$ cat config.mk
export PLATFORM = sky130hd
export DESIGN_NAME = i2c_pwm_ctrl
export DESIGN_NICKNAME = d
export VERILOG_FILES = /design/src/rtl/i2c_pwm_pkg.sv /design/src/rtl/i2c_pwm_ctrl_pwm.sv /design/src/rtl/i2c_pwm_ctrl.sv
export SDC_FILE = /design/constraint.sdc
export NUM_CORES = 1
export LEC_CHECK = 0
export BUFFER_PORTS_ARGS = -buffer_cell sky130_fd_sc_hd__buf_2
export CORE_MARGIN = 2
export CORE_UTILIZATION = 68
export DETAILED_ROUTE_END_ITERATION = 8
export PLACE_DENSITY = 0.85
export REMOVE_ABC_BUFFERS = 1
export SLEW_MARGIN = 40
export SYNTH_ARGS = -nofsm -noshare
export SYNTH_HDL_FRONTEND = slang
export SYNTH_SLANG_ARGS = --single-unit
$ cat constraint.sdc
create_clock -name clk -period 4.2 [get_ports clk]
set_input_delay 0.21 -clock clk [delete_from_list [all_inputs] [get_ports clk]]
set_output_delay 0.21 -clock clk [all_outputs]
set_load 0.05 [all_outputs]
$ cat src/rtl/i2c_pwm_pkg.sv
// Shared types and constants for the I2C-controlled PWM LED block.
// Register offsets above the duty bank are relative to the channel count.
package i2c_pwm_pkg;

  typedef enum logic [3:0] {
    IDLE,
    ADDR,
    ADDR_ACK,
    REG,
    REG_ACK,
    WDATA,
    WDATA_ACK,
    RDATA,
    RDATA_ACK,
    IGNORE
  } state_t;

  localparam int SYNC_STAGES = 2;

  // Duty registers start at REG_DUTY0; enable mask sits at CH_CNT, ID at CH_CNT+1.
  localparam int REG_DUTY0  = 0;
  localparam int REG_EN_OFS = 0;
  localparam int REG_ID_OFS = 1;

endpackage

$ cat src/rtl/i2c_pwm_ctrl_pwm.sv
// Shared free-running PWM counter with per-channel shadow duty registers.
// Shadows reload only at the counter wrap, so a period is never cut short.
module pwm_channel_bank
  import i2c_pwm_pkg::*;
#(
  parameter int CH_CNT = 4,
  parameter int PWM_W  = 8
) (
  input  logic                           clk,
  input  logic                           reset,
  input  logic [CH_CNT-1:0][PWM_W-1:0]   i_duty,
  input  logic [CH_CNT-1:0]              i_en,
  output logic [CH_CNT-1:0]              o_pwm
);

  localparam logic [PWM_W-1:0] CNT_MAX = '1;

  logic [PWM_W-1:0]              r_cnt;
  logic [CH_CNT-1:0][PWM_W-1:0]  r_shadow;
  logic [CH_CNT-1:0]             r_pwm;

  always_ff @(posedge clk) begin
    if (reset) begin
      r_cnt    <= '0;
      r_shadow <= '0;
      r_pwm    <= '0;
    end else begin
      r_cnt <= r_cnt + 1'b1;
      if (r_cnt == CNT_MAX) begin
        r_shadow <= i_duty;
      end
      for (int i = 0; i < CH_CNT; i++) begin
        r_pwm[i] <= i_en[i] && (r_cnt < r_shadow[i]);
      end
    end
  end

  assign o_pwm = r_pwm;

endmodule

$ cat src/rtl/i2c_pwm_ctrl.sv
// I2C target with an addressed register file (duty per channel, enable mask, ID)
// driving a bank of PWM LED outputs. No clock stretching; SDA is open-drain.
module i2c_pwm_ctrl
  import i2c_pwm_pkg::*;
#(
  parameter logic [6:0] ADDRESS = 7'h4A,
  parameter int         CH_CNT  = 4,
  parameter int         PWM_W   = 8,
  parameter logic [7:0] ID_VAL  = 8'hA5
) (
  input  logic              clk,
  input  logic              reset,
  input  logic              scl_i,
  output logic              scl_o,
  input  logic              sda_i,
  output logic              sda_o,
  output logic [CH_CNT-1:0] pwm_o,
  output logic              busy_o
);

  localparam logic [3:0] REG_EN  = 4'(CH_CNT + REG_EN_OFS);
  localparam logic [3:0] REG_ID  = 4'(CH_CNT + REG_ID_OFS);
  localparam logic [7:0] PTR_MAX = 8'(CH_CNT + REG_ID_OFS);

  logic [SYNC_STAGES-1:0] r_sclSync;
  logic [SYNC_STAGES-1:0] r_sdaSync;
  logic                   r_sclPrev;
  logic                   r_sdaPrev;

  logic w_scl;
  logic w_sda;
  logic w_sclRise;
  logic w_sclFall;
  logic w_start;
  logic w_stop;

  logic [CH_CNT-1:0][PWM_W-1:0] r_duty;
  logic [CH_CNT-1:0]            r_en;

  state_t     r_state;
  logic [3:0] r_bitCnt;
  logic [3:0] r_ptr;
  logic [7:0] r_shift;
  logic [6:0] r_tx;
  logic       r_rw;
  logic       r_masterAck;
  logic       r_sda;
  logic       r_busy;

  logic [7:0] w_rxByte;
  logic [7:0] w_rdByte;
  logic [3:0] w_ptrInc;
  logic       w_wrEn;

  // Synchronisers reset to the idle bus level so leaving reset creates no false edges.
  always_ff @(posedge clk) begin
    if (reset) begin
      r_sclSync <= '1;
      r_sdaSync <= '1;
      r_sclPrev <= 1'b1;
      r_sdaPrev <= 1'b1;
    end else begin
      r_sclSync <= {r_sclSync[SYNC_STAGES-2:0], scl_i};
      r_sdaSync <= {r_sdaSync[SYNC_STAGES-2:0], sda_i};
      r_sclPrev <= r_sclSync[SYNC_STAGES-1];
      r_sdaPrev <= r_sdaSync[SYNC_STAGES-1];
    end
  end

  assign w_scl     = r_sclSync[SYNC_STAGES-1];
  assign w_sda     = r_sdaSync[SYNC_STAGES-1];
  assign w_sclRise = w_scl & ~r_sclPrev;
  assign w_sclFall = ~w_scl & r_sclPrev;
  assign w_start   = w_scl & r_sclPrev & r_sdaPrev & ~w_sda;
  assign w_stop    = w_scl & r_sclPrev & ~r_sdaPrev & w_sda;

  assign w_rxByte = {r_shift[6:0], w_sda};
  assign w_ptrInc = (r_ptr == REG_ID) ? 4'd0 : r_ptr + 4'd1;
  assign w_wrEn   = (r_state == WDATA) && w_sclRise && (r_bitCnt == 4'd7);

  always_comb begin
    w_rdByte = 8'h00;
    for (int i = 0; i < CH_CNT; i++) begin
      if (r_ptr == 4'(REG_DUTY0 + i)) begin
        w_rdByte = 8'(r_duty[i]);
      end
    end
    if (r_ptr == REG_EN) begin
      w_rdByte = 8'(r_en);
    end
    if (r_ptr == REG_ID) begin
      w_rdByte = ID_VAL;
    end
  end

  // Writes land on the 8th data bit's SCL rise; writes to the ID offset fall through.
  always_ff @(posedge clk) begin
    if (reset) begin
      r_duty <= '0;
      r_en   <= '1;
    end else if (w_wrEn) begin
      for (int i = 0; i < CH_CNT; i++) begin
        if (r_ptr == 4'(REG_DUTY0 + i)) begin
          r_duty[i] <= w_rxByte[PWM_W-1:0];
        end
      end
      if (r_ptr == REG_EN) begin
        r_en <= w_rxByte[CH_CNT-1:0];
      end
    end
  end

  always_ff @(posedge clk) begin
    if (reset) begin
      r_state     <= IDLE;
      r_bitCnt    <= 4'd0;
      r_ptr       <= 4'd0;
      r_shift     <= 8'h00;
      r_tx        <= 7'h00;
      r_rw        <= 1'b0;
      r_masterAck <= 1'b0;
      r_sda       <= 1'b1;
      r_busy      <= 1'b0;
    end else if (w_stop) begin
      r_state  <= IDLE;
      r_bitCnt <= 4'd0;
      r_sda    <= 1'b1;
      r_busy   <= 1'b0;
    end else if (w_start) begin
      r_state  <= ADDR;
      r_bitCnt <= 4'd0;
      r_sda    <= 1'b1;
    end else begin
      case (r_state)
        ADDR: begin
          if (w_sclRise) begin
            r_shift  <= w_rxByte;
            r_bitCnt <= r_bitCnt + 4'd1;
          end else if (w_sclFall && r_bitCnt == 4'd8) begin
            r_bitCnt <= 4'd0;
            if (r_shift[7:1] == ADDRESS) begin
              r_state <= ADDR_ACK;
              r_sda   <= 1'b0;
              r_busy  <= 1'b1;
              r_rw    <= r_shift[0];
            end else begin
              r_state <= IGNORE;
            end
          end
        end
        ADDR_ACK: begin
          if (w_sclFall) begin
            if (r_rw) begin
              r_state <= RDATA;
              r_tx    <= w_rdByte[6:0];
              r_sda   <= w_rdByte[7];
            end else begin
              r_state <= REG;
              r_sda   <= 1'b1;
            end
          end
        end
        REG: begin
          if (w_sclRise) begin
            r_shift  <= w_rxByte;
            r_bitCnt <= r_bitCnt + 4'd1;
          end else if (w_sclFall && r_bitCnt == 4'd8) begin
            r_bitCnt <= 4'd0;
            if (r_shift <= PTR_MAX) begin
              r_ptr   <= r_shift[3:0];
              r_sda   <= 1'b0;
              r_state <= REG_ACK;
            end else begin
              r_state <= IGNORE;
            end
          end
        end
        REG_ACK, WDATA_ACK: begin
          if (w_sclFall) begin
            r_sda   <= 1'b1;
            r_state <= WDATA;
          end
        end
        WDATA: begin
          if (w_sclRise) begin
            r_shift  <= w_rxByte;
            r_bitCnt <= r_bitCnt + 4'd1;
            if (r_bitCnt == 4'd7) begin
              r_ptr <= w_ptrInc;
            end
          end else if (w_sclFall && r_bitCnt == 4'd8) begin
            r_bitCnt <= 4'd0;
            r_sda    <= 1'b0;
            r_state  <= WDATA_ACK;
          end
        end
        // MSB was driven on entry; each following SCL fall presents the next bit.
        RDATA: begin
          if (w_sclRise) begin
            r_bitCnt <= r_bitCnt + 4'd1;
          end else if (w_sclFall) begin
            if (r_bitCnt == 4'd8) begin
              r_bitCnt <= 4'd0;
              r_sda    <= 1'b1;
              r_state  <= RDATA_ACK;
            end else begin
              r_sda <= r_tx[6];
              r_tx  <= {r_tx[5:0], 1'b0};
            end
          end
        end
        RDATA_ACK: begin
          if (w_sclRise) begin
            r_masterAck <= ~w_sda;
            if (!w_sda) begin
              r_ptr <= w_ptrInc;
            end
          end else if (w_sclFall) begin
            if (r_masterAck) begin
              r_state <= RDATA;
              r_tx    <= w_rdByte[6:0];
              r_sda   <= w_rdByte[7];
            end else begin
              r_state <= IGNORE;
            end
          end
        end
        IDLE, IGNORE: begin
        end
        default: begin
          r_state <= IDLE;
          r_sda   <= 1'b1;
        end
      endcase
    end
  end

  pwm_channel_bank #(
    .CH_CNT(CH_CNT),
    .PWM_W (PWM_W)
  ) u_pwmBank (
    .clk   (clk),
    .reset (reset),
    .i_duty(r_duty),
    .i_en  (r_en),
    .o_pwm (pwm_o)
  );

  assign scl_o  = 1'b1;
  assign sda_o  = r_sda;
  assign busy_o = r_busy;

endmodule

Yosys cells after proc, flatten, opt, wreduce, memory -nomap -nowiden. Cells that the tools add are included.

Bitwise operators: 15. Mux-type cells: 67. Magnitude comparators: 5. $add $sub $neg: 3. Reduce and logical (&&, ||, !) cells: 32. Eq/ne operators: 57.

Operators with widths (count): 2-to-1 mux 4 bit (29); 2-to-1 mux 7 bit (8); 2-to-1 mux 8 bit (6); != test 2 bit, second input constant (21); != test 3 bit, second input constant (14); less-than comparator 8 bit (4); case mux 4 bit (8 select lines) (1); equality test 4 x 3 -> 1 bit, second input constant (7); AND reduction 14 bit (2); case mux 7 bit (3 select lines) (1); 2-to-1 mux 1 bit (18); equality test 4 x 2 -> 1 bit, second input constant (4); AND reduction 16 bit (1); equality test 4 bit, second input constant (3); case mux 4 bit (3 select lines) (1); AND reduction 4 bit (3); AND reduction 11 bit (1); AND reduction 10 bit (1); AND reduction 2 bit (5); adder 4 x 1 -> 4 bit, second input constant (2); adder 8 x 1 -> 8 bit, second input constant (1); equality test 4 x 1 -> 1 bit, second input constant (2); equality test 8 bit, second input constant (1); <= comparator 8 x 3 -> 1 bit, second input constant (1); other kinds (17) (42).

Word-level logic and storage cells: 204. Register bits after elaboration: 117.

Logic depth before layout (Yosys ltp). Gate-level depths: netlist (run 1).

Depth in word-level cells: 11. Mapped depth: 10. Mapped depth without buffers: 8.

Hierarchy. From an unflattened synthesis (run 1), not the netlist that was laid out.

Cells, all modules: 713. Area, all modules: 6183.4 um2.

Modules (own cells, without submodules): i2c_pwm_ctrl (times used 1, cells an instance 443, area each 3928.8 um2); pwm_channel_bank (times used 1, cells an instance 270, area each 2254.7 um2).

Worst setup path after synthesis (run 1). No wires, ideal clock.

Path type: register -> register. From: register r_sclPrev. To: register r_duty[1] (netlist name). Library setup time: 0.128 ns. Path slack: 2.205 ns. Data arrival time: 1.867 ns. Clock period less this slack: 1.995 ns. Required time: 4.072 ns. Stages on the path, launching flop included: 11. Path through: dfxtp_1 inv_1 ha_1 buf_2 and4b_1 nand4_1 nor3_1 buf_2 nand2_1 mux2i_1 nor2_1.

Word-level cells in the longest chain between the ends: 5.

RTL lines: start, declared (line i2c_pwm_ctrl.sv:27) `logic r_sclPrev;`; start signal, assigned (line i2c_pwm_ctrl.sv:65) `r_sclPrev <= r_sclSync[SYNC_STAGES-1];`; inverter 1 bit (line i2c_pwm_ctrl.sv:72) `assign w_sclRise = w_scl & ~r_sclPrev;`; AND 1 bit (line i2c_pwm_ctrl.sv:72); logical AND 1 bit (2 in series) (line i2c_pwm_ctrl.sv:79) `assign w_wrEn = (r_state == WDATA) && w_sclRise && (r_bitCnt == 4'd7);`; AND reduction 2 bit (no source line); end signal, assigned by index (line i2c_pwm_ctrl.sv:104) `r_duty[i] <= w_rxByte[PWM_W-1:0];`; end, declared (line i2c_pwm_ctrl.sv:37) `logic [CH_CNT-1:0][PWM_W-1:0] r_duty;`.

No other way between the ends. A chain may end at the register's enable or synchronous reset.

Worst setup path after layout (run 1).
From: register r_sclSync[1]. To: register r_duty[1] (netlist name).

Word-level cells in the longest chain between the ends: 4.

RTL lines: start, declared (line i2c_pwm_ctrl.sv:25) `logic [SYNC_STAGES-1:0] r_sclSync;`; start signal, assigned (line i2c_pwm_ctrl.sv:63) `r_sclSync <= {r_sclSync[SYNC_STAGES-2:0], scl_i};`; AND 1 bit (line i2c_pwm_ctrl.sv:72); logical AND 1 bit (2 in series) (line i2c_pwm_ctrl.sv:79); AND reduction 2 bit (no source line).

No other way between the ends.

==> flow_summary.json, run 1 <==
{
  "fin_skew_ns": 0.00772,
  "place_hpwl_mm": 10.3,
  "filler_cell_count": 592,
  "largest_driver_fanout_on_the_critical_path": 13,
  "floorplan.die.width_um": 97.5,
  "final_hold_viols": 0,
  "longest_clk_path_bufs": 2,
  "max-vdd-ir-drop_v": 0.000290,
  "final_core_util": 0.762,
  "tns_ns": 0,
  "seqCellArea_sq_um": 2340,
  "setup_violations": 0,
  "first_pass_iters": 6,
  "fp.dieArea_sq_um": 9500,
  "clockRootBuffer": "clkbuf_8",
  "post_cts_hold_buffer_count": 2,
  "setup.worst_path.start_class": "flop",
  "synth-seq-cells": 117,
  "timing.fmax_mhz": 370,
  "htree_levels": 4,
  "post_synth_inst_count": 738,
  "flow.area_growth_from_synthesis_pct": 10.3,
  "ys.warnings.count": 0,
  "finalCriticalPeriod_ns": 2.71,
  "cts_post_setup_buffers_inserted": 0,
  "maximum_number_of_pins_on_one_net_before_global_route_repair": 71,
  "synth_edf_count": 0,
  "port-buffer-count": 9,
  "grt_usage": 0.329,
  "powerDensity_nw_per_um2": 411,
  "grt_pass1_wl_mm": 25.1,
  "final_max_slew_viol_count": 0,
  "crit_share_post_route": 0.644,
  "nNetsFinal": 759,
  "worst-endpoint-arrival_ns": 3.09,
  "post_synth_num_cell_types": 65,
  "maxSlewHeadroom": 0.424,
  "worst_margin_slew_ns": 0.863,
  "antenna_violating_nets_post_route": 0,
  "ys_dominant_reg_cell": "dfxtp_1",
  "synth.avg_cell_area_sq_um": 8.05,
  "rsz0062_at_grt": "no",
  "tritoncts.num_buffers": 17,
  "crit_required_ns": 4.58,
  "postCtsResizedCells": 0,
  "first_iter_violations": 533,
  "worst_hold_slack_after_final_layout_ns": 0.178,
  "numClockSinks": 117,
  "clk_pin_slew_ns": 0.06,
  "multi_input_comb_area_sq_um": 3250,
  "drt-vias-per-instance": 6.31,
  "run_status": "complete, no violations",
  "post_route_cells_drive_above_1_share": 0.0846,
  "pin_count": 11,
  "route.detailed.wl_per_inst_um": 18.2,
  "antenna_cells": 0,
  "via_count_of_the_first_global_routing_pass": 4992,
  "core_region_area_sq_um": 8590,
  "power.static_leakage_nw": 2.38,
  "insertion_delay_ns": 0.52,
  "post_synth_instance_area_sq_um": 5940,
  "critical_path_class": "reg2reg",
  "wl_mm": 15.3,
  "number_of_max_capacitance_violations_reported": 0,
  "chipHeight_um": 97.5,
  "initial_utilization": 0.691,
  "ys_seq_area_frac": 0.394,
  "asyncSetResetFlopFracSynth": 0,
  "gpl.final_weighted_congestion": 0.960,
  "critical_path_sink_type": "flop",
  "fp-row-count": 34,
  "antenna_violations_before_repair": 0,
  "gr-total-overflow": 0,
  "dr_total_vias": 5303,
  "drcViolationCount": 0,
  "cts_tree": "built",
  "min-delay-path-class": "in2reg"
}
-- worst paths after layout --
check,startpoint,endpoint,slack (ns),cells after the start
setup reg to reg,r_sclSync[1]$_SDFF_PP1_,r_duty[1]$_SDFFE_PP0P_,1.49,7
hold reg to reg,r_sclSync[0]$_SDFF_PP1_,r_sclSync[1]$_SDFF_PP1_,0.42,1
hold / removal,reset,r_duty[13]$_SDFFE_PP0P_,0.18,2
setup / recovery,r_sclSync[1]$_SDFF_PP1_,r_duty[1]$_SDFFE_PP0P_,1.49,7
-- power by group --
| group | internal, W | switching (W) | total (W) | leakage [nW] |
|---|---|---|---|---|
| Clock | 0.000906 | 0.000550 | 0.00146 | 0.285 |
| Combinational | 0.0000376 | 0.0000705 | 0.000108 | 1.15 |
| Sequential | 0.00112 | 0.0000121 | 0.00113 | 0.945 |
-- registers in the layout, indices dropped and copies added, names as in the netlist --
name                flops
busy_o                  1
r_bitCnt                4
r_duty                 32
r_en                    4
r_masterAck             1
r_ptr                   4
r_rw                    1
r_sclPrev               1
r_sclSync               2
r_sdaPrev               1
r_sdaSync               2
r_shift                 8
r_state                 4
r_tx                    7
sda_o                   1
u_pwmBank.o_pwm         4
u_pwmBank.r_cnt         8
u_pwmBank.r_shadow     32
-- placed cells by master, fill, tap and decap left out, drive strengths merged, types with 7 or more instances in the layout --
| master | netlist | final |
|---|---|---|
| nand2 | 122 | 122 |
| dfxtp | 117 | 117 |
| a21oi | 74 | 74 |
| nor2 | 65 | 65 |
| inv | 38 | 41 |
| nand3 | 36 | 36 |
| ha | 34 | 34 |
| mux2i | 32 | 32 |
| o21ai | 22 | 22 |
| clkbuf | 33 | 17 |
| nor3 | 15 | 15 |
| buf | 17 | 12 |
| a21o | 11 | 11 |
| nor2b | 10 | 10 |
| nand2b | 9 | 9 |
| or3 | 8 | 8 |
| a211oi | 8 | 8 |
| o211ai | 7 | 7 |
| clkinv | 1 | 7 |
-- worst max-delay path: stages, from the launching register on --
cell	delay [ns]
dfxtp_1	0.36
ha_1	0.45
and4b_1	0.29
nand4_1	0.17
nor3_2	0.61
nand2_1	0.39
mux2i_1	0.24
nor2_1	0.05
-- per-stage QoR --
stage	instance area [sq um]	worst slack, ns	std cells	power (W)
floorplan	5730	1.25	688	0.00122
global placement	5930	1.71	808	0.00126
detailed placement	5940	1.61	808	0.00126
CTS	6550	1.55	841	0.00269
global route	6550	1.26	841	0.00276
finish	6550	1.49	841	0.00270
-- Yosys cell counts, types with 10 or more instances --
cell type | n | share of area
nor2_1 | 65 | 0.041
mux2i_1 | 32 | 0.054
dfxtp_1 | 117 | 0.39
ha_1 | 34 | 0.072
nor3_1 | 15 | 0.013
inv_1 | 38 | 0.024
nand3_1 | 36 | 0.030
a21oi_1 | 74 | 0.062
o21ai_0 | 21 | 0.018
clkbuf_1 | 31 | 0.020
a21o_1 | 11 | 0.014
nand2_1 | 122 | 0.077
nor2b_1 | 10 | 0.011
-- routing by layer --
layer	routed length [um]	vias up	GRT usage	part of all wire
li1	-	2517	-	-
met1	6290	2471	0.434	0.41
met2	7170	266	0.529	0.47
met3	1310	49	0.0669	0.086
met4	538	0	0.138	0.035
met5	0	-	0	0
-- logic make-up after synthesis --
| group | count (synthesis) | share of synthesized area |
|---|---|---|
| mux | 36 | 0.0691 |
| compound gates | 154 | 0.159 |
| other cells | 1 | 0.000631 |
| buf+inv | 89 | 0.0611 |
| xor+xnor | 5 | 0.00737 |
| flops | 117 | 0.394 |
| fa+ha+maj | 34 | 0.0716 |
| simple gates | 302 | 0.237 |
-- final cells by class --
type,instances,share of cell area
tap,108,0.0206
multi-input combinational,532,0.496
timing repair buffer,14,0.0134
inverter,39,0.0223
sequential,117,0.358
clock inverter,14,0.0269
clock buffer,17,0.0632
(Power assumes the default switching activity.)
==> run 2, diff against run 1 <==
- CORE_UTILIZATION: 68 -> 57
- PLACE_DENSITY: 0.85 -> 0.76
- clock period: 4.2 -> 2.3 ns (I/O delays scaled with it)
==> flow_summary.json, run 2 (synthesized netlist as in run 1, its figures left out) <==
{
  "longest_clk_path_bufs": 2,
  "port-buffer-count": 9,
  "antenna_cells": 0,
  "crit_share_post_route": 0.906,
  "gpl.final_weighted_congestion": 0.911,
  "finalCriticalPeriod_ns": 2.08,
  "largest_driver_fanout_on_the_critical_path": 12,
  "grt_usage": 0.289,
  "final_core_util": 0.659,
  "max-vdd-ir-drop_v": 0.000486,
  "postCtsResizedCells": 0,
  "min-delay-path-class": "in2reg",
  "drcViolationCount": 0,
  "rsz0062_at_grt": "no",
  "final_hold_viols": 0,
  "via_count_of_the_first_global_routing_pass": 5064,
  "fp.dieArea_sq_um": 11300,
  "maxSlewHeadroom": 0.621,
  "power.static_leakage_nw": 2.48,
  "post_route_cells_drive_above_1_share": 0.107,
  "insertion_delay_ns": 0.54,
  "powerDensity_nw_per_um2": 695,
  "place_inst": 859,
  "antenna_violating_nets_post_route": 0,
  "crit_required_ns": 2.72,
  "chipHeight_um": 106,
  "final_std_cells_w_o_fill": 893,
  "worst_margin_slew_ns": 0.567,
  "worst-endpoint-arrival_ns": 2.51,
  "pin_count": 11,
  "first_pass_iters": 5,
  "maximum_number_of_pins_on_one_net_before_global_route_repair": 77,
  "fin_skew_ns": 0.00800,
  "setup.worst_path.start_class": "flop",
  "initial_utilization": 0.581,
  "nNetsFinal": 783,
  "antenna_violations_before_repair": 0,
  "placement.setup.worst_slack_ns": 0.245,
  "clk_pin_slew_ns": 0.06,
  "fp-row-count": 37,
  "mostFrequentLayoutCell": "nand2_1",
  "core_region_area_sq_um": 10200,
  "place_hpwl_mm": 10.6,
  "critical_path_class": "reg2reg",
  "setup_violations": 0,
  "run_status": "complete, no violations",
  "gr-total-overflow": 0,
  "cts_tree": "built",
  "timing.fmax_mhz": 480,
  "clockRootBuffer": "clkbuf_8",
  "critical_path_sink_type": "flop",
  "numClockSinks": 117,
  "largest_registers": "r_duty: 32 flops, u_pwmBank.r_shadow: 32 flops",
  "wl_mm": 15.2,
  "floorplan.die.width_um": 106,
  "grt_pass1_wl_mm": 25.4,
  "final_max_slew_viol_count": 0,
  "route.detailed.wl_per_inst_um": 17.0,
  "postLayoutSetupSlackWorst_ns": 0.216,
  "htree_levels": 4,
  "dr_total_vias": 5217,
  "drt-vias-per-instance": 5.84,
  "first_iter_violations": 426,
  "tritoncts.num_buffers": 17,
  "flow.area_growth_from_synthesis_pct": 13.4,
  "layout_common_cells": "nand2_1 (122), dfxtp_1 (117), a21oi_1 (74)",
  "number_of_max_capacitance_violations_reported": 0
}
run 2: report_power, final:
group | leakage, nW | switching, W | internal, W
Clock | 0.252 | 0.000958 | 0.00145
Combinational | 1.28 | 0.000135 | 0.0000755
Sequential | 0.945 | 0.0000180 | 0.00204
Total | 2.48 | 0.00111 | 0.00357
run 2: through the flow:
step	TNS [ns]	hold slack (ns)	total power, W	area (sq um)
floorplan	-10.92	0.182	0.00223	5730
global placement	0	0.300	0.00231	6170
detailed placement	0	0.302	0.00231	6170
CTS	0	0.288	0.00471	6740
global route	0	0.290	0.00483	6740
finish	0	0.302	0.00468	6740
run 2: path summary, 6_finish.rpt:
kind                                               from                 endpoint  slack, ns  depth (start not counted)
worst max-delay path               r_sclPrev$_SDFF_PP1_    r_ptr[3]$_SDFFE_PP0P_       0.22                          9
worst min-delay path                              sda_i  r_sdaSync[0]$_SDFF_PP1_       0.30                          3
worst max register to register     r_sclPrev$_SDFF_PP1_    r_ptr[3]$_SDFFE_PP0P_       0.22                          9
worst min register to register  r_sdaSync[0]$_SDFF_PP1_  r_sdaSync[1]$_SDFF_PP1_       0.41                          1
run 2: worst max-delay path: stages (launching register included):
cell       delay (ns)
dfxtp_1          0.35
inv_1            0.05
ha_1             0.19
buf_4            0.19
nor2b_1          0.21
nand3_1          0.11
a2bb2oi_1        0.16
nor2_1           0.35
nand2_1          0.09
a32o_1           0.27
run 2: area by class of cell:
type | instances | area [sq um]
fill | 882 | 3490
multi-input combinational | 532 | 3240
sequential | 117 | 2340
clock buffer | 19 | 432
timing repair buffer | 38 | 298
tap | 136 | 170
inverter | 39 | 146
clock inverter | 12 | 109
run 2: what timing repair did:
action                    4_1_cts  5_1_grt
setup buffers                   0        0
hold buffers                    3        0
hold endpoints to repair       19        0
run 2: routing by layer:
metal / track usage / vias up / routed length [um] / part of all wire
li1: - / 2559 / - / -
met1: 0.363 / 2473 / 6590 / 0.44
met2: 0.484 / 160 / 7500 / 0.49
met3: 0.0546 / 25 / 779 / 0.051
met4: 0.121 / 0 / 282 / 0.019
met5: 0 / - / 0 / 0
